File: src/rtl/riscv_pkg.sv
// Shared RV32I decode definitions: opcode constants, immediate and buffer-state enums,
// the buffered entry payload, and opcode classification helpers.
package riscv_pkg;

    localparam int unsigned XLEN = 32;

    localparam logic [6:0] OPC_LOAD     = 7'h03;
    localparam logic [6:0] OPC_MISC_MEM = 7'h0F;
    localparam logic [6:0] OPC_OP_IMM   = 7'h13;
    localparam logic [6:0] OPC_AUIPC    = 7'h17;
    localparam logic [6:0] OPC_STORE    = 7'h23;
    localparam logic [6:0] OPC_OP       = 7'h33;
    localparam logic [6:0] OPC_LUI      = 7'h37;
    localparam logic [6:0] OPC_BRANCH   = 7'h63;
    localparam logic [6:0] OPC_JALR     = 7'h67;
    localparam logic [6:0] OPC_JAL      = 7'h6F;
    localparam logic [6:0] OPC_SYSTEM   = 7'h73;

    typedef enum logic [2:0] {
        IMM_NONE,
        IMM_I,
        IMM_S,
        IMM_B,
        IMM_U,
        IMM_J
    } imm_type_e;

    typedef enum logic [1:0] {
        BUF_EMPTY,
        BUF_ONE,
        BUF_TWO
    } buf_state_e;

    typedef struct packed {
        logic [XLEN-1:0] pc;
        logic [XLEN-1:0] instr;
    } entry_t;

    function automatic imm_type_e imm_type_of(input logic [6:0] opcode);
        case (opcode)
            OPC_LOAD, OPC_OP_IMM, OPC_JALR: return IMM_I;
            OPC_STORE:                      return IMM_S;
            OPC_BRANCH:                     return IMM_B;
            OPC_LUI, OPC_AUIPC:             return IMM_U;
            OPC_JAL:                        return IMM_J;
            default:                        return IMM_NONE;
        endcase
    endfunction

    function automatic logic is_supported_opcode(input logic [6:0] opcode);
        case (opcode)
            OPC_LOAD, OPC_MISC_MEM, OPC_OP_IMM, OPC_AUIPC, OPC_STORE, OPC_OP,
            OPC_LUI, OPC_BRANCH, OPC_JALR, OPC_JAL, OPC_SYSTEM: return 1'b1;
            default:                                            return 1'b0;
        endcase
    endfunction

endpackage

File: src/rtl/imm_gen.sv
// Combinational RV32I immediate generator: sign-extended immediate selected by opcode format.
module imm_gen
    import riscv_pkg::*;
(
    input  logic [XLEN-1:0] i_instr,
    output logic [XLEN-1:0] o_imm
);

    imm_type_e w_type;

    assign w_type = imm_type_of(i_instr[6:0]);

    always_comb begin
        o_imm = '0;
        case (w_type)
            IMM_I: o_imm = {{20{i_instr[31]}}, i_instr[31:20]};
            IMM_S: o_imm = {{20{i_instr[31]}}, i_instr[31:25], i_instr[11:7]};
            IMM_B: o_imm = {{19{i_instr[31]}}, i_instr[31], i_instr[7],
                            i_instr[30:25], i_instr[11:8], 1'b0};
            IMM_U: o_imm = {i_instr[31:12], 12'b0};
            IMM_J: o_imm = {{11{i_instr[31]}}, i_instr[31], i_instr[19:12],
                            i_instr[20], i_instr[30:21], 1'b0};
            default: o_imm = '0;
        endcase
    end

endmodule

File: src/rtl/instruction_decode_unit.sv
// Two-entry skid buffer between fetch and execute that decodes the head RV32I word.
// Optional illegal-encoding detection is enabled by defining DECODE_ILLEGAL_CHECK_EN.
module instruction_decode_unit
    import riscv_pkg::*;
#(
    parameter logic [31:0] NOP_INSTR = 32'h00000013
) (
    input  logic        clk,
    input  logic        reset,
    input  logic        flush,
    input  logic        if_valid,
    output logic        if_ready,
    input  logic [31:0] if_pc,
    input  logic [31:0] if_instruction,
    output logic        id_valid,
    input  logic        id_ready,
    output logic [31:0] id_pc,
    output logic [31:0] id_instruction,
    output logic [6:0]  id_opcode,
    output logic [4:0]  id_rd,
    output logic [4:0]  id_rs1,
    output logic [4:0]  id_rs2,
    output logic [2:0]  id_funct3,
    output logic [6:0]  id_funct7,
    output logic [31:0] id_imm,
    output logic        id_illegal
);

    localparam entry_t EMPTY_ENTRY = '{pc: 32'h0, instr: NOP_INSTR};

    buf_state_e r_state;
    entry_t     r_head;
    entry_t     r_second;
    logic       r_if_ready;
    logic       r_id_valid;

    logic       w_push;
    logic       w_pop;
    entry_t     w_in;

    assign w_push = if_valid && r_if_ready;
    assign w_pop  = r_id_valid && id_ready;
    assign w_in   = '{pc: if_pc, instr: if_instruction};

    // Head always holds the oldest word; the second slot only refills the head on a pop.
    always_ff @(posedge clk) begin
        if (!reset || flush) begin
            r_state    <= BUF_EMPTY;
            r_head     <= EMPTY_ENTRY;
            r_second   <= EMPTY_ENTRY;
            r_if_ready <= 1'b1;
            r_id_valid <= 1'b0;
        end else begin
            case (r_state)
                BUF_EMPTY: begin
                    if (w_push) begin
                        r_head     <= w_in;
                        r_state    <= BUF_ONE;
                        r_id_valid <= 1'b1;
                    end
                end
                BUF_ONE: begin
                    if (w_push && w_pop) begin
                        r_head <= w_in;
                    end else if (w_push) begin
                        r_second   <= w_in;
                        r_state    <= BUF_TWO;
                        r_if_ready <= 1'b0;
                    end else if (w_pop) begin
                        r_head     <= EMPTY_ENTRY;
                        r_state    <= BUF_EMPTY;
                        r_id_valid <= 1'b0;
                    end
                end
                BUF_TWO: begin
                    if (w_pop) begin
                        r_head     <= r_second;
                        r_state    <= BUF_ONE;
                        r_if_ready <= 1'b1;
                    end
                end
                default: begin
                    r_state    <= BUF_EMPTY;
                    r_head     <= EMPTY_ENTRY;
                    r_if_ready <= 1'b1;
                    r_id_valid <= 1'b0;
                end
            endcase
        end
    end

    assign if_ready       = r_if_ready;
    assign id_valid       = r_id_valid;
    assign id_pc          = r_head.pc;
    assign id_instruction = r_head.instr;
    assign id_opcode      = r_head.instr[6:0];
    assign id_rd          = r_head.instr[11:7];
    assign id_funct3      = r_head.instr[14:12];
    assign id_rs1         = r_head.instr[19:15];
    assign id_rs2         = r_head.instr[24:20];
    assign id_funct7      = r_head.instr[31:25];

    imm_gen u_imm_gen (
        .i_instr (r_head.instr),
        .o_imm   (id_imm)
    );

`ifdef DECODE_ILLEGAL_CHECK_EN
    assign id_illegal = r_id_valid &&
                        ((r_head.instr[1:0] != 2'b11) || !is_supported_opcode(r_head.instr[6:0]));
`else
    assign id_illegal = 1'b0;
`endif

endmodule

File: config.mk
export PLATFORM = sky130hd
export DESIGN_NAME = instruction_decode_unit
export DESIGN_NICKNAME = d
export VERILOG_FILES = /design/src/rtl/riscv_pkg.sv /design/src/rtl/imm_gen.sv /design/src/rtl/instruction_decode_unit.sv
export SDC_FILE = /design/constraint.sdc
export NUM_CORES = 1
export LEC_CHECK = 0
export CORE_AREA = 2 2 113 115
export CTS_BUF_LIST = sky130_fd_sc_hd__clkbuf_4
export CTS_CLUSTER_DIAMETER = 60
export DETAILED_ROUTE_END_ITERATION = 6
export DIE_AREA = 0 0 115 117
export GPL_TIMING_DRIVEN = 0
export PLACE_DENSITY = 0.87
export SYNTH_ARGS = -nofsm -noshare
export SYNTH_HDL_FRONTEND = slang
export SYNTH_SLANG_ARGS = --single-unit
File: constraint.sdc
create_clock -name clk -period 2.2 [get_ports clk]
set_clock_uncertainty 0.05 [all_clocks]
set_input_delay 0.22 -clock clk [delete_from_list [all_inputs] [get_ports clk]]
set_output_delay 0.22 -clock clk [all_outputs]
set_load 0.02 [all_outputs]
==> results.sh <==
export IMPL_n_antenna_cell=0
export IMPL_tightest_slew_ns=0.6074
export IMPL_crit_slowest_cell="or4_4"
export IMPL_clock_path_buffers=2
export IMPL_yosys_most_used_dff="dfxtp_1"
export IMPL_numCtsBuffers=17
export IMPL_h_tree_depth=4
export IMPL_rsz0062_at_grt="yes"
export IMPL_pre_cts_ws_ns=-0.4458
export IMPL_vias=5700
export IMPL_slew_headroom_pct=59.50
export IMPL_cts_sinks=132
export IMPL_synth_cells=636
export IMPL_yosysSeqAreaShare_pct=48.01
export IMPL_crit_fanout=5
export IMPL_start_kind="flip-flop"
export IMPL_drc=10
export IMPL_max_freq_mhz=402.1
export IMPL_cts_tree="yes"
export IMPL_start_util_pct=44.71
export IMPL_drtPass1Iterations=7
export IMPL_hold_violations=0
export IMPL_async_flop_share_pct=0
export IMPL_die_area_um2=13460
export IMPL_place_congestion=0.8054
export IMPL_worstHoldPathType="in -> reg"
export IMPL_synth_top_area_share_pct=48.01
export IMPL_setup_viol=32
export IMPL_grt_max_degree=17
export IMPL_end_kind="output pin"
export IMPL_setup_ws_ns=-0.2872
export IMPL_critPathTopFamily="simple AND/OR/NAND/NOR gates"
export IMPL_insertion_delay_ns=0.54
export IMPL_critPathBufInv=3
export IMPL_worstPathCellList="nand3b_1, or4_4, a31oi_4, buf_6, buf_6, a21o_1, buf_6"
export IMPL_numPortBuffers=198
export IMPL_p_leak_nw=3.110
export IMPL_cap_violations=0
export IMPL_violations="design-rule violations, negative setup slack"
export IMPL_ys_warnings_count=0
export IMPL_report_final_slew_viol_count=0
export IMPL_crit_top_cell="buf_6"
export IMPL_syn2layout_area_growth_pct=47.03
export IMPL_grt_antenna_before_repair=0
export IMPL_syn_nets=705
export IMPL_cpPeakStageDelay_ns=0.49
export IMPL_ant_nets=0
export IMPL_drt_iter0_markers=601
export IMPL_dp_hpwl_um=12160
export IMPL_syn_area_um2=5504
export IMPL_root_buffer="clkbuf_4"
export IMPL_drive_gt1_share_pct=17.18
export IMPL_synth_edf_count=0
export IMPL_peakVddDrop_mv=0.4488
export IMPL_synth_area_leaders="dfxtp_1 48%, a222oi_1 11%, nand2_1 9.6%"
export IMPL_grt_use_total_pct=25.28
export IMPL_arrival_ns=2.22
export IMPL_io_pins=200
export IMPL_grt_pass1_vias=5167
export IMPL_cts_hold_buf=0
export IMPL_avgRoutedWirePerCell_um=17.37
export IMPL_period_share_pct=113.1
export IMPL_fillers=995
export IMPL_worstSetupPathType="reg -> out"
export IMPL_rows=41
export IMPL_powerDensity_nw_per_um2=613.2
export IMPL_synth_seq_cells=132
export IMPL_nets=930
export IMPL_grt_pass1_wl_um=26490
export IMPL_grt_overflow_total=0
export IMPL_ys_types=36
export IMPL_wl_um=17770
export IMPL_tns_ns=-5.844
export IMPL_required_ns=1.93
export IMPL_synth_common_cells="141 x nand2_1, 132 x dfxtp_1, 68 x a21oi_1"
export IMPL_synth_top_area_cell="dfxtp_1"
export IMPL_avgSynthCellArea_um2=8.654
export IMPL_die_width_um=115
export IMPL_clk_pin_slew_ns=0.13
export IMPL_outcome="finished, violations left"
export IMPL_synth_most_common_cell="nand2_1"
export IMPL_via_per_inst=5.572
export IMPL_core_area_um2=12310
export IMPL_die_h_um=117
export IMPL_period_needed_ns=2.487
==> flip-flops by register name, summed over array words and instances, names as in the netlist <==
name and cells:
r_state 2, id_pc 32, if_ready 1, r_second 64, id_instruction 32, id_valid 1
==> repair_timing <==
action                                 CTS  global route
gates cloned                             0             1
setup endpoints to repair               33            44
pin swaps                                3             3
resized for setup                      173            27
buffers inserted                         7             1
endpoints found under the hold margin    0             0
==> path summary, 6_finish.rpt <==
path	start	to	slack (ns)	cells past startpoint
setup / recovery	id_instruction[6]	id_imm[18]	-0.29	7
hold / removal	if_pc[17]	r_second[49]	0.19	3
setup reg to reg	id_valid	id_instruction[23]	0.17	5
hold reg to reg	r_second[29]	r_second[29]	0.41	2
==> worst register-to-register path: stages (launching register included) <==
cell and delay, ns:
dfxtp_1 0.52, a21boi_2 0.17, nor3_4 0.46, clkbuf_1 0.47, a222oi_1 0.17, nor2_1 0.12
==> cell families (layout without fill, tap and decap cells) <==
logic type	after synthesis	after routing	share of synthesized area (%)
compound gates	170	170	22.82
xor+xnor	1	1	0.1592
buf+inv	88	325	9.980
flops	132	132	48.01
mux	3	3	0.5456
other cells	1	1	0.06813
simple gates	241	241	18.41
==> routing by layer <==
metal  routed length [µm]  vias up  share of wire, %  global-route usage (%)
met3                 1736       24               9.8                   7.827
met4                  321        0               1.8                   8.514
met1                 6932     2665                39                   30.25
li1                     -     2705                 -                       -
met5                    0        -                 0                       0
met2                 8783      306                49                   43.37
==> through the flow <==
step / util (%) / power [mW] / instances / area, µm² / hold slack (ns)
after CTS: 65.46 / 4.952 / 1022 / 8059 / 0.1670
after global placement: 62.33 / 3.376 / 984 / 7674 / 0.3902
final: 65.73 / 4.963 / 1023 / 8093 / 0.1909
after detailed placement: 62.33 / 3.387 / 984 / 7674 / 0.3957
after floorplan: - / 2.977 / 636 / 5504 / 0.2922
after global routing: 65.73 / 5.135 / 1023 / 8093 / 0.1781
==> cells in the final DEF, fill, tap and decap left out, types with 4 or more instances in the layout <==
cell type          n
clkdlybuf4s50_1  166
nand2_1          141
dfxtp_1          125
a21oi_1           67
nor2_1            64
a222oi_1          61
buf_4             55
buf_6             30
clkbuf_1          21
a21o_1            20
clkbuf_4          17
buf_2             15
o21ai_0            8
nor2b_1            7
dfxtp_2            6
a22o_1             5
nand3b_1           4
and2_1             4
nand4_1            4
and3_1             4
clkinvlp_4         4
clkdlybuf4s15_2    4
==> power breakdown <==
group / switching, mW / internal [mW]
Clock: 0.935 / 0.659
Sequential: 0.0549 / 2.44
Combinational: 0.442 / 0.430
Total: 1.43 / 3.53
==> area by class of cell <==
cell class | instances | area, µm² | area share, %
Sequential cell | 132 | 2654 | 32.79
Multi-Input combinational cell | 416 | 2364 | 29.21
Timing Repair Buffer | 207 | 2063 | 25.49
Buffer | 84 | 548.0 | 6.772
Tap cell | 150 | 187.7 | 2.319
Clock inverter | 14 | 137.6 | 1.701
Clock buffer | 17 | 127.6 | 1.577
Inverter | 3 | 11.26 | 0.1391
No activity file was read; power rests on OpenSTA's default activity.
